$ cat src/rtl/fetch_pkg.sv
// Shared types and constants for the instruction fetch unit: FSM states,
// instruction field positions and the buffered fetch entry layout.
package fetch_pkg;

  localparam logic [31:0] RESET_PC_DEFAULT = 32'h0000_0000;

  typedef enum logic [1:0] {
    IDLE    = 2'd0,
    WAIT    = 2'd1,
    DISCARD = 2'd2
  } state_t;

  localparam int OPCODE_HI = 31;
  localparam int OPCODE_LO = 26;
  localparam int RS_HI     = 25;
  localparam int RS_LO     = 21;
  localparam int RT_HI     = 20;
  localparam int RT_LO     = 16;
  localparam int RD_HI     = 15;
  localparam int RD_LO     = 11;
  localparam int FUNCT_HI  = 5;
  localparam int FUNCT_LO  = 0;
  localparam int IMM_HI    = 15;
  localparam int IMM_LO    = 0;

  typedef struct packed {
    logic [31:0] pc;
    logic [31:0] instr;
  } fetch_entry_t;

endpackage

$ cat src/rtl/fetch_fifo.sv
// Circular FIFO holding fetched {pc, instr} entries; flush wins over push/pop.
module fetch_fifo
  import fetch_pkg::*;
#(
  parameter int DEPTH = 2,
  localparam int CW = $clog2(DEPTH + 1)
) (
  input  logic         clk,
  input  logic         rst_n,
  input  logic         flush,
  input  logic         push,
  input  logic         pop,
  input  fetch_entry_t din,
  output fetch_entry_t head,
  output logic [CW-1:0] count
);

  localparam int AW = (DEPTH > 1) ? $clog2(DEPTH) : 1;
  localparam logic [AW-1:0] LAST = AW'(DEPTH - 1);

  fetch_entry_t mem [DEPTH];
  logic [AW-1:0] rd_ptr;
  logic [AW-1:0] wr_ptr;
  logic          do_push;
  logic          do_pop;

  assign do_push = push && (count != CW'(DEPTH));
  assign do_pop  = pop && (count != '0);

  always_ff @(posedge clk or negedge rst_n) begin
    if (!rst_n) begin
      rd_ptr <= '0;
      wr_ptr <= '0;
      count  <= '0;
    end else if (flush) begin
      rd_ptr <= '0;
      wr_ptr <= '0;
      count  <= '0;
    end else begin
      if (do_push) wr_ptr <= (wr_ptr == LAST) ? '0 : wr_ptr + 1'b1;
      if (do_pop)  rd_ptr <= (rd_ptr == LAST) ? '0 : rd_ptr + 1'b1;
      case ({do_push, do_pop})
        2'b10:   count <= count + 1'b1;
        2'b01:   count <= count - 1'b1;
        default: count <= count;
      endcase
    end
  end

  // Storage needs no reset: entries are only visible while count is non-zero.
  always_ff @(posedge clk) begin
    if (do_push && !flush) mem[wr_ptr] <= din;
  end

  assign head = mem[rd_ptr];

endmodule

$ cat src/rtl/fetch_unit.sv
// Instruction fetch unit: single-outstanding memory requester feeding a small
// FIFO of decoded-field instruction words, with redirect/flush handling.
module fetch_unit
  import fetch_pkg::*;
#(
  parameter logic [31:0] RESET_PC = RESET_PC_DEFAULT,
  parameter int          DEPTH    = 2
) (
  input  logic        clk,
  input  logic        rst_n,
  output logic        imem_req,
  output logic [31:0] imem_addr,
  input  logic        imem_ack,
  input  logic [31:0] imem_rdata,
  input  logic        redirect_valid,
  input  logic [31:0] redirect_pc,
  input  logic        stall,
  output logic        out_valid,
  output logic [31:0] out_instr,
  output logic [31:0] out_pc4,
  output logic [5:0]  out_opcode,
  output logic [4:0]  out_rs,
  output logic [4:0]  out_rt,
  output logic [4:0]  out_rd,
  output logic [5:0]  out_funct,
  output logic [15:0] out_imm16,
  output state_t      fsm_state
);

  localparam int CW = $clog2(DEPTH + 1);

  // Handshake: imem_req rises with imem_addr and both hold until imem_ack;
  // the word on imem_rdata is taken in the ack cycle and the request retires.

  state_t        state;
  state_t        state_next;
  logic [31:0]   pc;
  logic [31:0]   req_addr;
  logic [CW-1:0] count;
  logic          issue;
  logic          push;
  logic          pop;
  fetch_entry_t  head;
  fetch_entry_t  push_entry;

  assign issue = rst_n && (state == IDLE) && !redirect_valid && (count < CW'(DEPTH));

  always_comb begin
    state_next = state;
    push       = 1'b0;
    imem_req   = 1'b0;
    imem_addr  = 32'h0;
    case (state)
      IDLE: begin
        if (issue) begin
          imem_req   = 1'b1;
          imem_addr  = pc;
          state_next = WAIT;
        end
      end
      WAIT: begin
        imem_req  = 1'b1;
        imem_addr = req_addr;
        if (imem_ack) begin
          push       = !redirect_valid;
          state_next = IDLE;
        end else if (redirect_valid) begin
          state_next = DISCARD;
        end
      end
      DISCARD: begin
        // The old request must still complete; its data is thrown away.
        imem_req  = 1'b1;
        imem_addr = req_addr;
        if (imem_ack) state_next = IDLE;
      end
      default: state_next = IDLE;
    endcase
  end

  always_ff @(posedge clk or negedge rst_n) begin
    if (!rst_n) begin
      state    <= IDLE;
      pc       <= RESET_PC;
      req_addr <= 32'h0;
    end else begin
      state <= state_next;
      if (issue) req_addr <= pc;
      if (redirect_valid) pc <= {redirect_pc[31:2], 2'b00};
      else if (push)      pc <= pc + 32'd4;
    end
  end

  assign push_entry.pc    = req_addr;
  assign push_entry.instr = imem_rdata;
  assign pop              = out_valid && !stall && !redirect_valid;

  fetch_fifo #(.DEPTH(DEPTH)) u_fifo (
    .clk   (clk),
    .rst_n (rst_n),
    .flush (redirect_valid),
    .push  (push),
    .pop   (pop),
    .din   (push_entry),
    .head  (head),
    .count (count)
  );

  assign out_valid  = (count != '0);
  assign out_instr  = out_valid ? head.instr : 32'h0;
  assign out_pc4    = out_valid ? head.pc + 32'd4 : 32'h0;
  assign out_opcode = out_instr[OPCODE_HI:OPCODE_LO];
  assign out_rs     = out_instr[RS_HI:RS_LO];
  assign out_rt     = out_instr[RT_HI:RT_LO];
  assign out_rd     = out_instr[RD_HI:RD_LO];
  assign out_funct  = out_instr[FUNCT_HI:FUNCT_LO];
  assign out_imm16  = out_instr[IMM_HI:IMM_LO];
  assign fsm_state  = state;

endmodule
$ cat config.mk
export PLATFORM = sky130hd
export DESIGN_NAME = fetch_unit
export DESIGN_NICKNAME = d
export VERILOG_FILES = /design/src/rtl/fetch_pkg.sv /design/src/rtl/fetch_fifo.sv /design/src/rtl/fetch_unit.sv
export SDC_FILE = /design/constraint.sdc
export NUM_CORES = 1
export LEC_CHECK = 0
export CAP_MARGIN = 0
export CELL_PAD_IN_SITES_DETAIL_PLACEMENT = 1
export CELL_PAD_IN_SITES_GLOBAL_PLACEMENT = 1
export CORE_AREA = 10 10 156 158
export DETAILED_ROUTE_END_ITERATION = 8
export DIE_AREA = 0 0 166 168
export DONT_BUFFER_PORTS = 1
export PLACE_DENSITY_LB_ADDON = 0.1
export SLEW_MARGIN = 5
export SYNTH_ARGS = -nofsm -noshare
export SYNTH_HDL_FRONTEND = slang
export SYNTH_SLANG_ARGS = --single-unit
$ cat constraint.sdc
create_clock -name clk -period 9 [get_ports clk]
set_clock_uncertainty 0.15 [all_clocks]
set_input_delay 0.9 -clock clk [delete_from_list [all_inputs] [get_ports clk]]
set_output_delay 0.9 -clock clk [all_outputs]
set_load 0.02 [all_outputs]
==> metrics.txt <==
# TYPE chip_impl_metric gauge
chip_impl_metric{name="routed_wl",unit="mm"} 23.21
chip_impl_info{name="worst_path_slowest_cell",value="sky130_fd_sc_hd__a22oi_1"} 1
chip_impl_metric{name="grt.total_usage",unit=""} 0.1653
chip_impl_metric{name="gp_routability_congestion",unit=""} 0.8083
chip_impl_metric{name="critical_path_arrival",unit="ns"} 4.27
chip_impl_metric{name="floorplan.io_pins",unit=""} 212
chip_impl_info{name="critical_path_class",value="flop to output pin"} 1
chip_impl_metric{name="unique_cell_type_count_in_the_yosys_netlist",unit=""} 55
chip_impl_info{name="ys.flop_type",value="sky130_fd_sc_hd__edfxtp_1"} 1
chip_impl_metric{name="clk_pin_slew",unit="ns"} 0.07
chip_impl_metric{name="area_growth_syn_to_layout",unit="%"} 5.747
chip_impl_metric{name="final_cycle_share",unit=""} 0.5915
chip_impl_metric{name="synth_area_per_cell",unit="µm²"} 10.76
chip_impl_metric{name="place.detailed.hpwl",unit="mm"} 16.69
chip_impl_info{name="rsz0062_at_grt",value="false"} 1
chip_impl_metric{name="chipWidth",unit="µm"} 166
chip_impl_metric{name="layout-drive-gt1-share",unit=""} 0.08111
chip_impl_metric{name="critical_path.max_stage_delay",unit="ns"} 0.98
chip_impl_metric{name="number_of_warnings_reported_in_the_yosys_synthesis_log",unit=""} 0
chip_impl_metric{name="number_of_antenna_violations_at_the_first_check_in_global_routing",unit=""} 0
chip_impl_metric{name="floorplan.die_area",unit="µm²"} 27890
chip_impl_metric{name="post-cts-setup-buffer-count",unit=""} 0
chip_impl_info{name="cp_cell_sequence",value="buf_4 > nand3_1 > a22oi_1 > nand4_1 > o21ai_0 > nor3b_1"} 1
chip_impl_metric{name="synth-seq-area-share",unit=""} 0.5715
chip_impl_metric{name="post_cts_resize_count",unit=""} 0
chip_impl_metric{name="ant_nets",unit=""} 0
chip_impl_metric{name="port_buffers",unit=""} 0
chip_impl_metric{name="ys_ff_latch",unit=""} 190
chip_impl_metric{name="worst-r2r-cell-count",unit=""} 6
chip_impl_info{name="clock-root-buffer",value="sky130_fd_sc_hd__clkbuf_16"} 1
chip_impl_metric{name="irDropWorstVdd",unit="mV"} 0.1523
chip_impl_metric{name="slew_violations",unit=""} 0
chip_impl_metric{name="wl_per_cell",unit="µm"} 20.99
chip_impl_metric{name="placeableCoreArea",unit="µm²"} 21420
chip_impl_metric{name="dr.first_iter.drc_count",unit=""} 303
chip_impl_metric{name="largest_net_degree_at_the_start_of_global_routing",unit=""} 67
chip_impl_info{name="setup.worst_path.start_class",value="flop"} 1
chip_impl_metric{name="max_clock_freq",unit="MHz"} 187.8
chip_impl_metric{name="multiInputGateArea",unit="µm²"} 3501
chip_impl_metric{name="wl_met2",unit="mm"} 11.24
chip_impl_metric{name="number_of_buffers_inserted_during_clock_tree_synthesis",unit=""} 17
chip_impl_metric{name="hold_violations",unit=""} 0
chip_impl_metric{name="syn_inst",unit=""} 874
chip_impl_metric{name="clkSinkCount",unit=""} 190
chip_impl_metric{name="period_minus_slack",unit="ns"} 5.324
chip_impl_info{name="critPathCaptureType",value="output pin"} 1
chip_impl_metric{name="clock_tree_buffer_depth",unit=""} 2
chip_impl_metric{name="final-setup-viol-count",unit=""} 0
chip_impl_metric{name="vias_per_cell",unit=""} 5.513
chip_impl_metric{name="num_vias",unit=""} 6097
chip_impl_metric{name="tightest_slew",unit="ns"} 1.166
chip_impl_metric{name="cts_hold_buf",unit=""} 2
chip_impl_metric{name="postSynth.asyncResetShare",unit=""} 0.3474
chip_impl_metric{name="die_h",unit="µm"} 168
chip_impl_metric{name="wl_met3",unit="mm"} 1.617
chip_impl_metric{name="antenna_cells",unit=""} 0
chip_impl_metric{name="maximum_fanout_encountered_on_the_critical_timing_path",unit=""} 66
chip_impl_info{name="outcome",value="finished, final reports clean"} 1
chip_impl_metric{name="ff_latch_area",unit="µm²"} 5379
chip_impl_metric{name="post_synthesis_instance_area",unit="µm²"} 9405
chip_impl_metric{name="grt_pass1_vias",unit=""} 6505
chip_impl_metric{name="core.rowCount",unit=""} 54
chip_impl_metric{name="fillerInstances",unit=""} 2308
chip_impl_info{name="crit-reg2reg-launch",value="fsm_state[1]"} 1
chip_impl_info{name="critPathLaunch",value="u_fifo.rd_ptr"} 1
chip_impl_metric{name="setup-tns-final",unit="ns"} 0
chip_impl_metric{name="timing.max_slew.rel_slack",unit=""} 0.2224
chip_impl_metric{name="first_pass_iters",unit=""} 4
chip_impl_metric{name="p_leak",unit="µW"} 0.003559
chip_impl_metric{name="max_cap_viol_count",unit=""} 0
chip_impl_metric{name="wl_met1",unit="mm"} 9.917
chip_impl_metric{name="layout.nets",unit=""} 888
chip_impl_info{name="hold_path.class",value="primary input to asynchronous set/reset pin"} 1
chip_impl_metric{name="grt_pass1_wl",unit="mm"} 37.02
chip_impl_metric{name="drc_violation_count_after_routing",unit=""} 0
chip_impl_metric{name="worst_skew_pair.late_latency",unit="ns"} 0.43
chip_impl_metric{name="worstPathRequired",unit="ns"} 7.95
chip_impl_info{name="cts_tree",value="built"} 1
chip_impl_info{name="dr.max_layer_used",value="met4"} 1
chip_impl_metric{name="power.density",unit="nW/µm²"} 262.9
chip_impl_metric{name="report.power.total",unit="µW"} 2614
chip_impl_metric{name="synth_enable_flop_cells",unit=""} 124
chip_impl_metric{name="h-tree-depth",unit=""} 4
chip_impl_metric{name="gr-total-overflow",unit=""} 0
chip_impl_metric{name="start_util",unit=""} 0.4391
-- per-layer routing --
| metal | track usage | vias to the layer above |
|---|---|---|
| met1 | 0.1971 | 3022 |
| met4 | 0.05817 | 0 |
| met2 | 0.2732 | 136 |
| met3 | 0.05634 | 23 |
| met5 | 0 | - |
| li1 | - | 2916 |
-- power breakdown --
part           switching (µW)  leakage (µW)  internal, µW
Combinational             471       0.00132           156
Clock                     323      0.000289           439
Sequential                133       0.00195          1090
-- cells by family (layout without fill, tap and decap cells) --
| family | count (synthesis) | in the layout | synth area share |
|---|---|---|---|
| other | 1 | 4 | 0.0003987 |
| buffers and inverters | 99 | 48 | 0.06093 |
| xor gates and xnor gates | 39 | 39 | 0.03632 |
| AOI/OAI and AO/OA | 102 | 102 | 0.06199 |
| DFF | 190 | 190 | 0.5715 |
| muxes | 66 | 66 | 0.07224 |
| adders and majority gates | 6 | 6 | 0.007982 |
| and+or+nand+nor | 371 | 371 | 0.1886 |
-- per-stage QoR --
step | instances | setup WS (ns) | hold WS, ns | util | area, µm²
after global placement | 1072 | 4.165 | 0.3276 | 0.4346 | 9309
after global routing | 1106 | 3.256 | 0.1811 | 0.4644 | 9946
after floorplan | 877 | 2.321 | 0.3135 | - | 9417
after CTS | 1106 | 3.630 | 0.1665 | 0.4644 | 9946
final | 1106 | 3.676 | 0.1703 | 0.4644 | 9946
after detailed placement | 1072 | 4.065 | 0.3364 | 0.4346 | 9309
-- cell type report --
cell class | instances | area share
Clock buffer | 19 | 0.04353
Clock inverter | 13 | 0.01673
Inverter | 7 | 0.002642
Multi-Input combinational cell | 588 | 0.3520
Sequential cell | 190 | 0.5408
Tap cell | 280 | 0.03522
Timing Repair Buffer | 9 | 0.009058
-- flip-flops by register name, indices dropped and copies added (netlist names) --
signal and flops:
u_fifo.rd_ptr 1, u_fifo.wr_ptr 1, u_fifo.mem 124, fsm_state 2, req_addr 30, pc 30
u_fifo.count 2
-- critical path, delay by kind of cell, from the launching register on --
kind	cells	cell delay, ns
flops	1	0.73
simple gates	3	1.16
buf+inv	1	0.69
compound gates	2	1.18
-- cell usage after synthesis (all sizes together) (5+ instances only) --
library cell  instances  area, µm²
edfxtp              124       3724
clkbuf               31      116.4
and3                 12      75.07
mux2i                51      510.5
nor3                 15      75.07
nand4                25      177.7
nor2                 60      225.2
nand2               178      668.1
inv                   5      18.77
nand4b                5      65.06
buf                  61      430.4
and2                  7      43.79
ha                    6      75.07
and4                  8      70.07
nand2b                5      31.28
xor2                 21      183.9
a21oi                42      210.2
o21ai                39      195.2
xnor2                18      157.7
mux2                 15      168.9
nand3b                5      37.54
dfrtp                66       1652
nand3                36      192.7
-- cell usage in the layout, fill, tap and decap left out, types with 6 or more instances in the layout --
master,Yosys,final
sky130_fd_sc_hd__buf_4,48,7
sky130_fd_sc_hd__clkbuf_16,0,17
sky130_fd_sc_hd__mux2i_1,51,51
sky130_fd_sc_hd__and2_1,7,7
sky130_fd_sc_hd__nand3_1,35,35
sky130_fd_sc_hd__xnor2_1,18,18
sky130_fd_sc_hd__mux2_2,15,15
sky130_fd_sc_hd__nor3_1,15,14
sky130_fd_sc_hd__nor2_1,60,59
sky130_fd_sc_hd__edfxtp_1,124,124
sky130_fd_sc_hd__and3_1,12,12
sky130_fd_sc_hd__xor2_1,21,21
sky130_fd_sc_hd__a21oi_1,42,42
sky130_fd_sc_hd__nand2_1,178,178
sky130_fd_sc_hd__and4_1,8,8
sky130_fd_sc_hd__ha_1,6,6
sky130_fd_sc_hd__dfrtp_1,66,65
sky130_fd_sc_hd__nand4_1,23,23
sky130_fd_sc_hd__o21ai_0,34,34
-- path summary, 6_finish.rpt --
path | endpoint | slack, ns
hold / removal | pc[4] | 0.17
max in group asynchronous | req_addr[31] | 7.35
min in group clk | u_fifo.mem[1][46] | 0.35
setup / recovery | out_pc4[22] | 3.68
hold reg to reg | u_fifo.mem[1][46] | 0.35
setup reg to reg | u_fifo.mem[1][5] | 6.07
Note: power is estimated with default switching activity, not from simulation.
